===== config.mk =====
export PLATFORM = sky130hd
export DESIGN_NAME = pc_sequencer
export DESIGN_NICKNAME = d
export VERILOG_FILES = /design/src/rtl/pc_sequencer.sv
export SDC_FILE = /design/constraint.sdc
export NUM_CORES = 1
export LEC_CHECK = 0
export BUFFER_PORTS_ARGS = -buffer_cell sky130_fd_sc_hd__clkbuf_2
export CAP_MARGIN = 10
export CORE_MARGIN = 1
export CORE_UTILIZATION = 50
export DETAILED_ROUTE_END_ITERATION = 10
export PLACE_DENSITY = 0.89
export SETUP_SLACK_MARGIN = 0.4
export SLEW_MARGIN = 20
export SYNTH_ARGS = -nofsm -noshare
export SYNTH_HDL_FRONTEND = slang
export SYNTH_SLANG_ARGS = --single-unit

===== constraint.sdc =====
create_clock -name Clock -period 2.8 [get_ports Clock]
set_input_delay 0.56 -clock Clock [delete_from_list [all_inputs] [get_ports Clock]]
set_output_delay 0.56 -clock Clock [all_outputs]
set_load 0.01 [all_outputs]

===== src/rtl/pc_sequencer.sv =====
// Registered IF-stage program counter: priority redirect arbitration, stall buffering and RUN/HALTED control.
// Optional return-address stack enabled by defining PC_RAS_EN.
module pc_sequencer #(
   parameter int DataWidth   = 16,
   parameter int PCIncrement = 1,
   parameter int ResetVector = 0,
   parameter int RASDepth    = 4
) (
   input  logic                 Clock,
   input  logic                 Reset,
   input  logic                 Stall,
   input  logic                 Halt,
   input  logic                 PCOverwrite,
   input  logic [DataWidth-1:0] OverwriteAddress,
   input  logic                 TakeJump,
   input  logic [DataWidth-1:0] JumpTarget,
   input  logic                 TakeBranch,
   input  logic [DataWidth-1:0] BranchTarget,
   input  logic                 Call,
   input  logic                 Return,
   output logic [DataWidth-1:0] PC,
   output logic [DataWidth-1:0] NextPC,
   output logic                 Halted,
   output logic                 PendingValid,
   output logic                 RedirectPulse,
   output logic                 RASEmpty
);

   typedef enum logic {RUN, HALTED} state_t;

   state_t               state_q, state_d;
   logic [DataWidth-1:0] pc_q, seq_pc, target, pending_addr_q, pending_addr_d;
   logic                 pending_valid_q, pending_valid_d, pulse_d;
   logic                 ret_live, live, accept, do_push, do_pop;
   logic [DataWidth-1:0] ras_top;

   assign seq_pc = pc_q + DataWidth'(PCIncrement);
   assign accept = (state_q == RUN) && !PCOverwrite && !Halt;

   // A return only counts as a redirect when the stack has something to pop.
   assign ret_live = Return && !RASEmpty;
   assign live     = TakeJump || ret_live || TakeBranch;
   assign target   = TakeJump ? JumpTarget : (ret_live ? ras_top : BranchTarget);
   assign do_push  = accept && TakeJump && Call;
   assign do_pop   = accept && !TakeJump && ret_live;

   // FSM: state register
   always_ff @(posedge Clock or posedge Reset) begin
      if (Reset) state_q <= RUN;
      else       state_q <= state_d;
   end

   // FSM: next state
   always_comb begin
      // NOTE: assign a default first so every path drives state_d and no latch is inferred.
      state_d = state_q;
      if (PCOverwrite)                   state_d = RUN;
      else if (state_q == RUN && Halt)   state_d = HALTED;
   end

   // FSM: outputs
   always_comb begin
      Halted = (state_q == HALTED);
   end

   always_comb begin
      NextPC          = pc_q;
      pending_valid_d = 1'b0;
      pending_addr_d  = pending_addr_q;
      pulse_d         = 1'b0;
      if (PCOverwrite) begin
         NextPC  = OverwriteAddress;
         pulse_d = 1'b1;
      end else if (accept && Stall) begin
         pending_valid_d = pending_valid_q || live;
         if (live) pending_addr_d = target;
      end else if (accept) begin
         pulse_d = live || pending_valid_q;
         if (live)                 NextPC = target;
         else if (pending_valid_q) NextPC = pending_addr_q;
         else                      NextPC = seq_pc;
      end
   end

   always_ff @(posedge Clock or posedge Reset) begin
      if (Reset) begin
         // NOTE: sequential state uses non-blocking assignments so all registers update from pre-edge values.
         pc_q            <= DataWidth'(ResetVector);
         pending_valid_q <= 1'b0;
         pending_addr_q  <= '0;
         RedirectPulse   <= 1'b0;
      end else begin
         pc_q            <= NextPC;
         pending_valid_q <= pending_valid_d;
         pending_addr_q  <= pending_addr_d;
         RedirectPulse   <= pulse_d;
      end
   end

   assign PC           = pc_q;
   assign PendingValid = pending_valid_q;

`ifdef PC_RAS_EN
   localparam int PtrW = (RASDepth > 1) ? $clog2(RASDepth) : 1;

   logic [DataWidth-1:0] ras_mem [RASDepth];
   logic [PtrW-1:0]      ras_sp, sp_inc, sp_dec;
   logic [PtrW:0]        ras_count;

   // Pointer wraps explicitly so non-power-of-two depths stay circular.
   assign sp_inc   = (ras_sp == PtrW'(RASDepth - 1)) ? '0 : ras_sp + 1'b1;
   assign sp_dec   = (ras_sp == '0) ? PtrW'(RASDepth - 1) : ras_sp - 1'b1;
   assign ras_top  = ras_mem[sp_dec];
   assign RASEmpty = (ras_count == '0);

   // NOTE: stack storage is not reset; ras_count alone decides which entries are valid.
   always_ff @(posedge Clock) begin
      if (do_push) ras_mem[ras_sp] <= seq_pc;
   end

   always_ff @(posedge Clock or posedge Reset) begin
      if (Reset) begin
         ras_sp    <= '0;
         ras_count <= '0;
      end else if (do_push) begin
         ras_sp <= sp_inc;
         if (ras_count != (PtrW+1)'(RASDepth)) ras_count <= ras_count + 1'b1;
      end else if (do_pop) begin
         ras_sp    <= sp_dec;
         ras_count <= ras_count - 1'b1;
      end
   end
`else
   logic unused_ras;
   assign RASEmpty   = 1'b1;
   assign ras_top    = '0;
   assign unused_ras = Call ^ do_push ^ do_pop;
`endif

endmodule


==> results.txt, run 1 <==
----------------------------------------------------
[Clock network]
  CTS tree ... yes
  Sink Count ... 35
  CTS max path bufs ... 2
  Clock buffers created by TritonCTS ... 5
  H-tree depth ... 2
  Hold buffer count at cts ... 0
  Clock tree root buffer cell ... sky130_fd_sc_hd__clkbuf_8
  Clock latency reported for the late side of the worst-skew pair ... about 0.29 ns
  CTS clock-pin slew for the worst setup and hold paths ... approximately 0.08 ns

[STA]
  RSZ-0062 raised after global routing ... true
  Final Hold Vio Count ... 0
  Maximum clock rate ... ~380 MHz
  Min cycle time layout ... 2.636 ns
  Final setup violating endpoints ... 0
  Share of the cycle needed by the critical path after routing ... 94.15%
  Post-Route Skew ... about 0.0073 ns
  Final count of pins violating max slew ... 0
  Setup TNS Final ... 0 ns

[Worst setup path]
  Data required time at the worst endpoint ... 2.24 ns
  Worst reg-to-reg setup slack ... 0.32 ns
  Critical path capture point type ... output pin
  Category of the most critical setup path ... flop to output pin
  Nature of the critical path startpoint ... flop
  WP data arrival ... 2.08 ns
  Biggest fanout along the worst timing path ... 2

[Routing]
  Residual antenna-violating net count after detailed routing ... 0
  Routed WL per cell ... about 18 um
  Detailed-routing iteration count for the pre-antenna-repair pass ... 6
  Average via count per standard cell ... ~6
  DRT Wirelength ... slightly above 8000 um
  Total number of vias ... between 2000 and 3000
  Number of remaining DRC errors ... 0
  Drt first-iter violations ... 360

[Cells and area]
  Area delta synth->final ... 54.03%
  Filler Cells Inserted ... 270
  Leading cell types in the layout, fill and taps excluded ... sky130_fd_sc_hd__clkbuf_2, sky130_fd_sc_hd__buf_4, sky130_fd_sc_hd__nand2_1
  Area used by multi-input combinational logic ... about 1600 sq um
  Inserted Diodes ... 0
  Most frequent standard cell in the layout excluding fill and tap cells ... sky130_fd_sc_hd__clkbuf_2
  Post-Route Utilization ... roughly 81%
  Final net count ... around 470
  Total area of sequential cells ... around 900 sq um
  Fraction of layout cells with a size suffix above 1 ... between 50% and 60%

[Pwr]
  Clk pwr share ... between 20% and 30%
  Worst IR drop on VDD ... between 0.2 and 0.3 mV
  Sw Pwr ... 0.0005638 W
  Combinational power share ... 34.4%
  Leakage power ... 1.746 nW
  Internal power of the cells ... about 0.0011 W
  Pwr Density ... about 460 nW/um^2
  Net switching fraction of the power ... 34.34%
  Reg power frac ... between 40 and 50%

[Synthesis]
  Post-synthesis average cell area ... between 8 and 9 sq um
  Number of synthesized flops with an enable pin ... 0
  Syn_nets ... 328
  Share of synthesized registers carrying an async set or reset ... 100.0%
  Instance count of the mapped netlist ... 270
  Number of distinct standard cells referenced by the synthesized netlist ... 49
  Synthesis warning total ... 0
  Top flip-flop cell by instance count after synthesis ... sky130_fd_sc_hd__dfrtp_1
  Number of synthesized register bits ... 35
  Sequential-to-total area share from yosys stat ... 37.63%
  Synthesized area ... 2327 sq um

[GRT]
  Total routing resource utilization after global routing ... 32.71%
  Largest net degree at the start of global routing ... 36
  Initial antenna violation count ... 0
  Global-route congestion overflow total ... 0
  Global-route wire length before repair ... between 10000 and 15000 um
  Vias in the first global route ... 2684

[Placed design]
  Number of port buffers ... just under 90
  Final weighted congestion in routability-driven placement ... between 0.9 and 1
  Total half-perimeter wirelength after legalization and detailed placement ... around 5000 um

[Floorplan]
  Die X-Extent ... ~70 um
  Y dimension of the die ... 70.23 um
  Die Outline Area ... 4932 sq um
  I/O pin count ... 93
  Placement Rows ... 24
  Starting density of the core ... a little over half
  Placeable core region ... about 4400 sq um

[Job]
  Max-cap viol count ... 0

[Status]
  Result of the run ... complete, no violations

[Min path]
  Kind of path behind the tightest hold check ... input port to asynchronous set/reset pin

----------------------------------------------------
cell usage after synthesis, types with 3 or more instances:
library cell               number  area (sq um)
sky130_fd_sc_hd__nand3_1        9         45.04
sky130_fd_sc_hd__a21oi_1       20         100.1
sky130_fd_sc_hd__a22oi_1        5         37.54
sky130_fd_sc_hd__o211ai_1       4         30.03
sky130_fd_sc_hd__a211oi_1       5         37.54
sky130_fd_sc_hd__mux2i_1       19         190.2
sky130_fd_sc_hd__nand2_1       27         101.4
sky130_fd_sc_hd__nand4_1        3         18.77
sky130_fd_sc_hd__nor2_1        25         93.84
sky130_fd_sc_hd__xnor2_1        4         35.03
sky130_fd_sc_hd__buf_2          5         25.02
sky130_fd_sc_hd__a221oi_1       9         78.83
sky130_fd_sc_hd__nor3_1         7         35.03
sky130_fd_sc_hd__clkbuf_1       6         22.52
sky130_fd_sc_hd__inv_1          8         30.03
sky130_fd_sc_hd__o21ai_0       35         175.2
sky130_fd_sc_hd__dfrtp_1       35         875.8
sky130_fd_sc_hd__xor2_1         6         52.55
state kept, by name, indices dropped and copies added, names as in the netlist:
| register | cells |
|---|---|
| Halted | 1 |
| PendingValid | 1 |
| PC | 16 |
| pending_addr_q | 16 |
| RedirectPulse | 1 |
metrics by stage:
| step | area, sq um | hold WS (ns) | power [W] | worst slack, ns | std cells |
|---|---|---|---|---|---|
| after CTS | 3407 | 0.3658 | 0.001575 | 0.2408 | 455 |
| after detailed placement | 2868 | 0.4731 | 0.001060 | 0.1447 | 413 |
| after global placement | 2868 | 0.4634 | 0.001046 | 0.1726 | 413 |
| final | 3585 | 0.3506 | 0.001642 | 0.1639 | 462 |
| after floorplan | 2327 | 0.4446 | 0.0008880 | 0.4493 | 270 |
| after global routing | 3585 | 0.4111 | 0.001712 | 0.1229 | 462 |
final timing paths:
kind | depth (start not counted) | end | startpoint
max | 6 | NextPC[15] | PC[11]
min | 3 | pending_addr_q[0] | Reset
max reg2reg | 14 | PC[8] | Halted
min reg2reg | 2 | pending_addr_q[8] | pending_addr_q[8]
max in group asynchronous | 3 | Halted | Reset
min in group Clock | 2 | pending_addr_q[8] | pending_addr_q[8]
cell families (layout without fill, tap and decap cells):
logic type / count (synthesis) / count (layout) / share of synthesized area (%)
simple gates: 88 / 88 / 19.41
xor+xnor: 10 / 10 / 3.763
other cells: 1 / 1 / 0.1611
flops: 35 / 35 / 37.63
compound gates: 89 / 89 / 23.55
buf+inv: 26 / 166 / 6.290
mux: 20 / 20 / 8.656
fa+ha+maj: 1 / 1 / 0.5375
final cells by class:
class	count	share of cell area [%]
Sequential cell	35	24.85
Multi-Input combinational cell	209	43.84
Tap cell	52	1.815
Clock buffer	8	2.792
Inverter	9	0.9424
Timing Repair Buffer	149	25.76
power by group through the flow:
stage	clock (W)	sequential (W)	combinational, W
floorplan	0	0.000669	0.000219
global placement	0	0.000665	0.000380
detailed placement	0	0.000670	0.000390
CTS	0.000415	0.000653	0.000507
global route	0.000433	0.000667	0.000613
finish	0.000415	0.000662	0.000565
routing by layer:
metal,wire (um),GRT usage (%),share of wire [%]
met2,4080,55.77,49
met5,0,0,0
met4,253,8.889,3.1
met1,3178,42.35,38
met3,783,6.061,9.4
critical path, cell delays in order, from the launching register on:
cell and delay (ns):
sky130_fd_sc_hd__dfrtp_1 0.44, sky130_fd_sc_hd__nand4_2 0.15, sky130_fd_sc_hd__nor4_4 0.32, sky130_fd_sc_hd__nor3_1 0.10, sky130_fd_sc_hd__or4b_4 0.50, sky130_fd_sc_hd__o311ai_4 0.09
sky130_fd_sc_hd__buf_2 0.18
repair_timing:
action | 4_1_cts | 5_1_grt
resized for setup | 50 | 32
setup buffers | 34 | 7
endpoints found under the setup margin | 16 | 18
pin swaps | 15 | 14
Note: power is estimated with default switching activity, not from simulation.
==> run 2: changes to the inputs <==
Settings changed: CORE_UTILIZATION 50 to 53, PLACE_DENSITY 0.89 to 0.93.
==> run 2 against run 1 <==
Compared with the run above:
- sequential share of layout area increased by 0.42 points
- critical endpoint is now NextPC[11]
- first-iteration DRC count increased by 11%
- sequential cell count unchanged
==> results.txt, run 2 (synthesis results as in run 1) <==
----------------------------------------------------
[Clock network]
  CTS tree ... yes
  Clock tree root buffer cell ... sky130_fd_sc_hd__clkbuf_8
  H-tree depth ... 2 (unchanged)
  CTS clock-pin slew for the worst setup and hold paths ... 0.07 ns (about the same)
  Clock latency reported for the late side of the worst-skew pair ... 0.29 ns (about the same)
  Hold buffer count at cts ... 0 (unchanged)
  Sink Count ... 35 (unchanged)
  CTS max path bufs ... 2 (unchanged)
  Clock buffers created by TritonCTS ... 5 (unchanged)

[GRT]
  Vias in the first global route ... 2578 (-3.9%)
  Largest net degree at the start of global routing ... 33 (-8.3%)
  Global-route congestion overflow total ... 0 (unchanged)
  Total routing resource utilization after global routing ... 37.08% (+4.4 points)
  Initial antenna violation count ... 0 (unchanged)
  Global-route wire length before repair ... 12300 um (-3.9%)

[Placed design]
  Worst setup timing slack at the placement stage ... 0.1831 ns (+0.03840 ns)
  Number of placed instances with taps included ... 404 (-2.2%)
  Dpl cell area ... 2825 sq um (-1.5%)
  Number of port buffers ... 89 (unchanged)
  Total half-perimeter wirelength after legalization and detailed placement ... 5022 um (+0.90%)
  Final weighted congestion in routability-driven placement ... 1.001 (+4.2%)

[Floorplan]
  Placeable core region ... 4115 sq um (-6.8%)
  Die Outline Area ... 4660 sq um (-5.5%)
  Die X-Extent ... 68.27 um (-2.8%)
  I/O pin count ... 93 (unchanged)
  Y dimension of the die ... 68.27 um (-2.8%)
  Starting density of the core ... 56.55% (+3.8 points)
  Placement Rows ... 23 (-4.2%)

[Cells and area]
  Finished layout cell area ... 3545 sq um (-1.1%)
  Area delta synth->final ... 52.31%
  Leading cell types in the layout, fill and taps excluded ... sky130_fd_sc_hd__clkbuf_2, sky130_fd_sc_hd__buf_4, sky130_fd_sc_hd__nand2_1, sky130_fd_sc_hd__o21ai_0, sky130_fd_sc_hd__nor2_1
  Post-Route Utilization ... 86.14% (+4.9 points)
  Post-route insts no fill ... 452 (-2.2%)
  Inserted Diodes ... 0 (unchanged)
  Fraction of layout cells with a size suffix above 1 ... 51.74% (-0.70 points)
  Most frequent standard cell in the layout excluding fill and tap cells ... sky130_fd_sc_hd__clkbuf_2
  Final net count ... 461 (-1.3%)

[Routing]
  Drt first-iter violations ... 400 (+11%)
  Detailed-routing iteration count for the pre-antenna-repair pass ... 5 (-1)
  Number of remaining DRC errors ... 0 (unchanged)
  DRT Wirelength ... 10020 um (+21%)
  Routed WL per cell ... 22.18 um (+24%)
  Total number of vias ... 3113 (+10%)
  Average via count per standard cell ... 6.887 (+12%)
  Residual antenna-violating net count after detailed routing ... 0 (unchanged)

[Min path]
  Kind of path behind the tightest hold check ... input port to asynchronous set/reset pin

[STA]
  Share of the cycle needed by the critical path after routing ... 98.67% (+4.5 points)
  Maximum clock rate ... 361.9 MHz (-4.6%)
  Final Hold Vio Count ... 0 (unchanged)
  Final count of pins violating max slew ... 0 (unchanged)
  Actual transition at the worst max-transition pin ... approximately 0.76 ns
  RSZ-0062 raised after global routing ... true
  Post-Route Skew ... 0.01160 ns (+0.004315 ns)
  Final setup violating endpoints ... 0 (unchanged)
  Min cycle time layout ... 2.763 ns (+0.1267 ns)
  Worst Slack Setup Final ... 0.03718 ns (-0.1267 ns)
  Max-Slew Margin vs Limit ... approximately half

[Worst setup path]
  Data required time at the worst endpoint ... 2.24 ns (about the same)
  Slowest stage cell, crit path ... sky130_fd_sc_hd__dfrtp_2
  Category of the most critical setup path ... flop to output pin
  WP data arrival ... 2.20 ns (+0.12 ns)
  Biggest fanout along the worst timing path ... 4 (+2)
  Worst path cell trace ... nand4_4 > buf_4 > nor4_2 > xor2_1 > mux2i_1 > o21ai_1 > clkbuf_2
  Largest incremental delay on the critical path ... 0.45 ns (-0.05 ns)
  Critical path capture point type ... output pin
  Nature of the critical path startpoint ... flop

[Pwr]
  Worst IR drop on VDD ... 0.3824 mV (+34%)
  Leakage power ... 1.682 nW (-3.7%)
  Total power draw ... 0.001589 W (-3.2%)
  Pwr Density ... 448.3 nW/um^2 (-2.1%)

[Job]
  Max-cap viol count ... 0 (unchanged)

[Status]
  Result of the run ... complete, no violations

----------------------------------------------------
-- run 2: cell types whose count changed in the layout (fill, tap and decap cells not counted), sizes merged --
| cell | previous run | this run |
|---|---|---|
| clkbuf | 90 | 85 |
| buf | 67 | 63 |
| or3 | 1 | 2 |
-- run 2: stage by stage --
stage	hold WS, ns	setup TNS [ns]
final	0.3777	0
after global routing	0.4078	-0.05598
after CTS	0.3857	0
after global placement	0.4610	0
after detailed placement	0.4666	0
after floorplan	0.4446	0
-- run 2: final timing paths --
path	start	slack [ns]	to	depth (start not counted)
max	PC[0]	0.04	NextPC[11]	7
min	Reset	0.38	PC[11]	2
max reg2reg	PC[0]	0.92	PC[11]	6
min reg2reg	pending_addr_q[8]	0.48	pending_addr_q[8]	2
max in group asynchronous	Reset	1.65	PC[10]	3
min in group Clock	pending_addr_q[8]	0.48	pending_addr_q[8]	2
-- run 2: worst max-delay path: cells and delay by family, from the launching register on --
family / cells / cell delay, ns
flops: 1 / 0.45
simple gates: 2 / 0.43
buf+inv: 2 / 0.38
compound gates: 1 / 0.28
xor+xnor: 1 / 0.19
mux: 1 / 0.17
-- run 2: layout make-up --
| type | instances | area [sq um] |
|---|---|---|
| inverter | 9 | 33.78 |
| clock buffer | 6 | 72.57 |
| timing repair buffer | 142 | 949.7 |
| multi-input combinational | 210 | 1530 |
| fill | 199 | 570.5 |
| tap | 50 | 62.56 |
| sequential | 35 | 895.9 |
-- run 2: routing by layer --
metal,routed length [um],GRT usage (%),vias to the layer above
li1,-,-,1258
met1,3502,46.01,1437
met2,4555,58.95,329
met3,1364,7.167,89
met4,602,22.92,0
met5,0,0,-
-- run 2: what timing repair did --
action                                  in CTS  in global routing
buffers inserted                            21                 19
cloned                                       2                  0
gates resized for setup                     43                 53
endpoints found under the setup margin      16                 16
pin swaps                                   11                 10
-- run 2: power breakdown --
part / leakage (nW) / total, W / switching (W) / internal [W]
Sequential: 0.413 / 0.000678 / 0.0000870 / 0.000591
Combinational: 1.23 / 0.000570 / 0.000317 / 0.000253
Clock: 0.0371 / 0.000341 / 0.000176 / 0.000166
Total: 1.68 / 0.00159 / 0.000580 / 0.00101
==> run 3: changes to the inputs <==
Settings changed: RECOVER_POWER set to 25.
==> run 3 against run 2 <==
Compared with the run above:
- die area unchanged
- sequential power about the same
- combinational power about the same
- first-iteration DRC count is 1.0% higher
- non-clock buffer count unchanged
- final cell count did not move
- largest cell class unchanged
- sequential share of layout area is essentially flat
- worst setup slack improved by 0.00063 ns
==> results.txt, run 3 (synthesis results as in run 1) <==
----------------------------------------------------
[STA]
  Maximum clock rate ... 362.0 MHz (about the same)
  Post-Route Skew ... 0.01319 ns (+0.001589 ns)
  Final setup violating endpoints ... 0 (unchanged)
  Final count of pins violating max slew ... 0 (unchanged)
  Max-Slew Margin vs Limit ... 31.25% (-18 points)
  Share of the cycle needed by the critical path after routing ... 98.65% (about the same)
  Min cycle time layout ... 2.762 ns (-0.0006304 ns)
  Worst Slack Setup Final ... 0.03781 ns (+0.0006304 ns)
  Actual transition at the worst max-transition pin ... 1.031 ns (+0.2722 ns)
  RSZ-0062 raised after global routing ... true
  Final Hold Vio Count ... 0 (unchanged)

[Placed design]
  Final weighted congestion in routability-driven placement ... 1.001 (unchanged)
  Number of placed instances with taps included ... 404 (unchanged)
  Number of port buffers ... 89 (unchanged)
  Worst setup timing slack at the placement stage ... 0.1831 ns (unchanged)
  Total half-perimeter wirelength after legalization and detailed placement ... 5022 um (unchanged)
  Dpl cell area ... 2825 sq um (unchanged)

[Worst setup path]
  Category of the most critical setup path ... flop to output pin
  Register-to-Register Path Depth ... 6 (unchanged)
  Critical register-to-register path endpoint ... PC[11]
  Worst path cell trace ... nand4_4 > buf_4 > nor4_2 > xor2_1 > mux2i_1 > o21ai_1 > clkbuf_2
  Dominant delay contributor by cell family on the critical path ... flip-flops
  Critical path capture point type ... output pin
  Cell depth of the worst setup path ... 7 (unchanged)
  Slowest stage cell, crit path ... sky130_fd_sc_hd__dfrtp_2
  Worst reg-to-reg setup slack ... 0.93 ns (about the same)
  Largest incremental delay on the critical path ... 0.45 ns (about the same)
  Biggest fanout along the worst timing path ... 4 (unchanged)
  Worst Path Buf+Inv ... 2 (unchanged)
  Nature of the critical path startpoint ... flop
  WP data arrival ... 2.20 ns (about the same)
  Data required time at the worst endpoint ... 2.24 ns (about the same)
  Worst reg2reg startpoint ... PC[0]

[GRT]
  Largest net degree at the start of global routing ... 33 (unchanged)
  Total routing resource utilization after global routing ... 37.08% (unchanged)
  Global-route congestion overflow total ... 0 (unchanged)
  Initial antenna violation count ... 0 (unchanged)
  Vias in the first global route ... 2578 (unchanged)
  Global-route wire length before repair ... 12300 um (unchanged)

[Job]
  Max-cap viol count ... 0 (unchanged)

[Clock network]
  Clock latency reported for the late side of the worst-skew pair ... 0.29 ns (about the same)
  Clock buffers created by TritonCTS ... 5 (unchanged)
  CTS tree ... yes
  Clock tree root buffer cell ... sky130_fd_sc_hd__clkbuf_8
  CTS max path bufs ... 2 (unchanged)
  Sink Count ... 35 (unchanged)
  CTS clock-pin slew for the worst setup and hold paths ... 0.08 ns (about the same)
  Hold buffer count at cts ... 0 (unchanged)
  H-tree depth ... 2 (unchanged)

[Routing]
  Drt first-iter violations ... 404 (+1.0%)
  Number of remaining DRC errors ... 0 (unchanged)
  Average via count per standard cell ... 6.830 (-0.84%)
  Residual antenna-violating net count after detailed routing ... 0 (unchanged)
  Total number of vias ... 3087 (-0.84%)
  Routed WL per cell ... 22.12 um (-0.25%)
  DRT Wirelength ... 9999 um (-0.25%)
  Detailed-routing iteration count for the pre-antenna-repair pass ... 5 (unchanged)

[Floorplan]
  Placement Rows ... 23 (unchanged)
  I/O pin count ... 93 (unchanged)
  Die Outline Area ... 4660 sq um (unchanged)
  Starting density of the core ... 56.55% (unchanged)
  Placeable core region ... 4115 sq um (unchanged)
  Y dimension of the die ... 68.27 um (unchanged)
  Die X-Extent ... 68.27 um (unchanged)

[Cells and area]
  Final net count ... 461 (unchanged)
  Fraction of layout cells with a size suffix above 1 ... 51.00% (-0.75 points)
  Post-route insts no fill ... 452 (unchanged)
  Filler Cells Inserted ... 201 (+1.0%)
  Most frequent standard cell in the layout excluding fill and tap cells ... sky130_fd_sc_hd__clkbuf_2
  Leading cell types in the layout, fill and taps excluded ... sky130_fd_sc_hd__clkbuf_2, sky130_fd_sc_hd__buf_4, sky130_fd_sc_hd__nand2_1, sky130_fd_sc_hd__o21ai_0, sky130_fd_sc_hd__nor2_1
  Post-Route Utilization ... 85.89% (-0.24 points)
  Area delta synth->final ... 51.88%
  Finished layout cell area ... 3535 sq um (-0.28%)
  Inserted Diodes ... 0 (unchanged)

[Pwr]
  Worst IR drop on VDD ... 0.3831 mV (+0.17%)
  Pwr Density ... 449.8 nW/um^2 (+0.33%)
  Leakage power ... 1.678 nW (-0.22%)

[Min path]
  Kind of path behind the tightest hold check ... input port to asynchronous set/reset pin

[Status]
  Result of the run ... complete, no violations

----------------------------------------------------
==> run 3: cell types whose count changed in the layout (fill, tap and decap cells not counted), sizes merged <==
cell,delta
clkbuf,+1
buf,-1
==> run 3: power breakdown <==
| group | switching [W] | total (W) | internal, W |
|---|---|---|---|
| combinational | 0.000317 | 0.000569 | 0.000252 |
| clock | 0.000177 | 0.000343 | 0.000166 |
| sequential | 0.0000870 | 0.000677 | 0.000590 |
| total | 0.000581 | 0.00159 | 0.00101 |
==> run 3: timing repair <==
action                                  CTS  global route
setup buffers                            21            19
gates cloned                              2             0
pin swaps                                11            10
resized for setup                        43            53
endpoints found under the setup margin   16            16
==> run 3: cell type report <==
cell class / instances / area [sq um] / area share, %
Sequential cell: 35 / 894.6 / 25.31
Multi-Input combinational cell: 210 / 1525 / 43.15
Clock buffer: 6 / 72.57 / 2.053
Tap cell: 50 / 62.56 / 1.770
Timing Repair Buffer: 142 / 945.9 / 26.76
Inverter: 9 / 33.78 / 0.9558
==> run 3: how the worst max path moves through the flow <==
stage,from,end,slack [ns]
final,PC[0],NextPC[11],0.04
after floorplan,PCOverwrite,NextPC[10],0.45
after global routing,PC[0],NextPC[11],-0.06
after detailed placement,Halt,NextPC[12],0.18
after global placement,Halt,NextPC[12],0.20
after CTS,Stall,NextPC[15],0.20
==> run 3: stage by stage <==
step | power [W] | hold WS [ns] | TNS [ns]
2_1_floorplan | 0.0008880 | 0.4446 | 0
3_3_place_gp | 0.001035 | 0.4610 | 0
3_5_place_dp | 0.001056 | 0.4666 | 0
4_1_cts | 0.001461 | 0.3857 | 0
5_1_grt | 0.001666 | 0.4061 | -0.05598
6_report | 0.001590 | 0.3841 | 0
==> run 3: layer usage <==
| layer | vias up | GRT usage [%] | wire length [um] |
|---|---|---|---|
| met5 | - | 0 | 0 |
| met4 | 0 | 22.92 | 598 |
| met3 | 79 | 7.167 | 1375 |
| met2 | 322 | 58.95 | 4563 |
| met1 | 1429 | 46.01 | 3462 |
| li1 | 1257 | - | - |
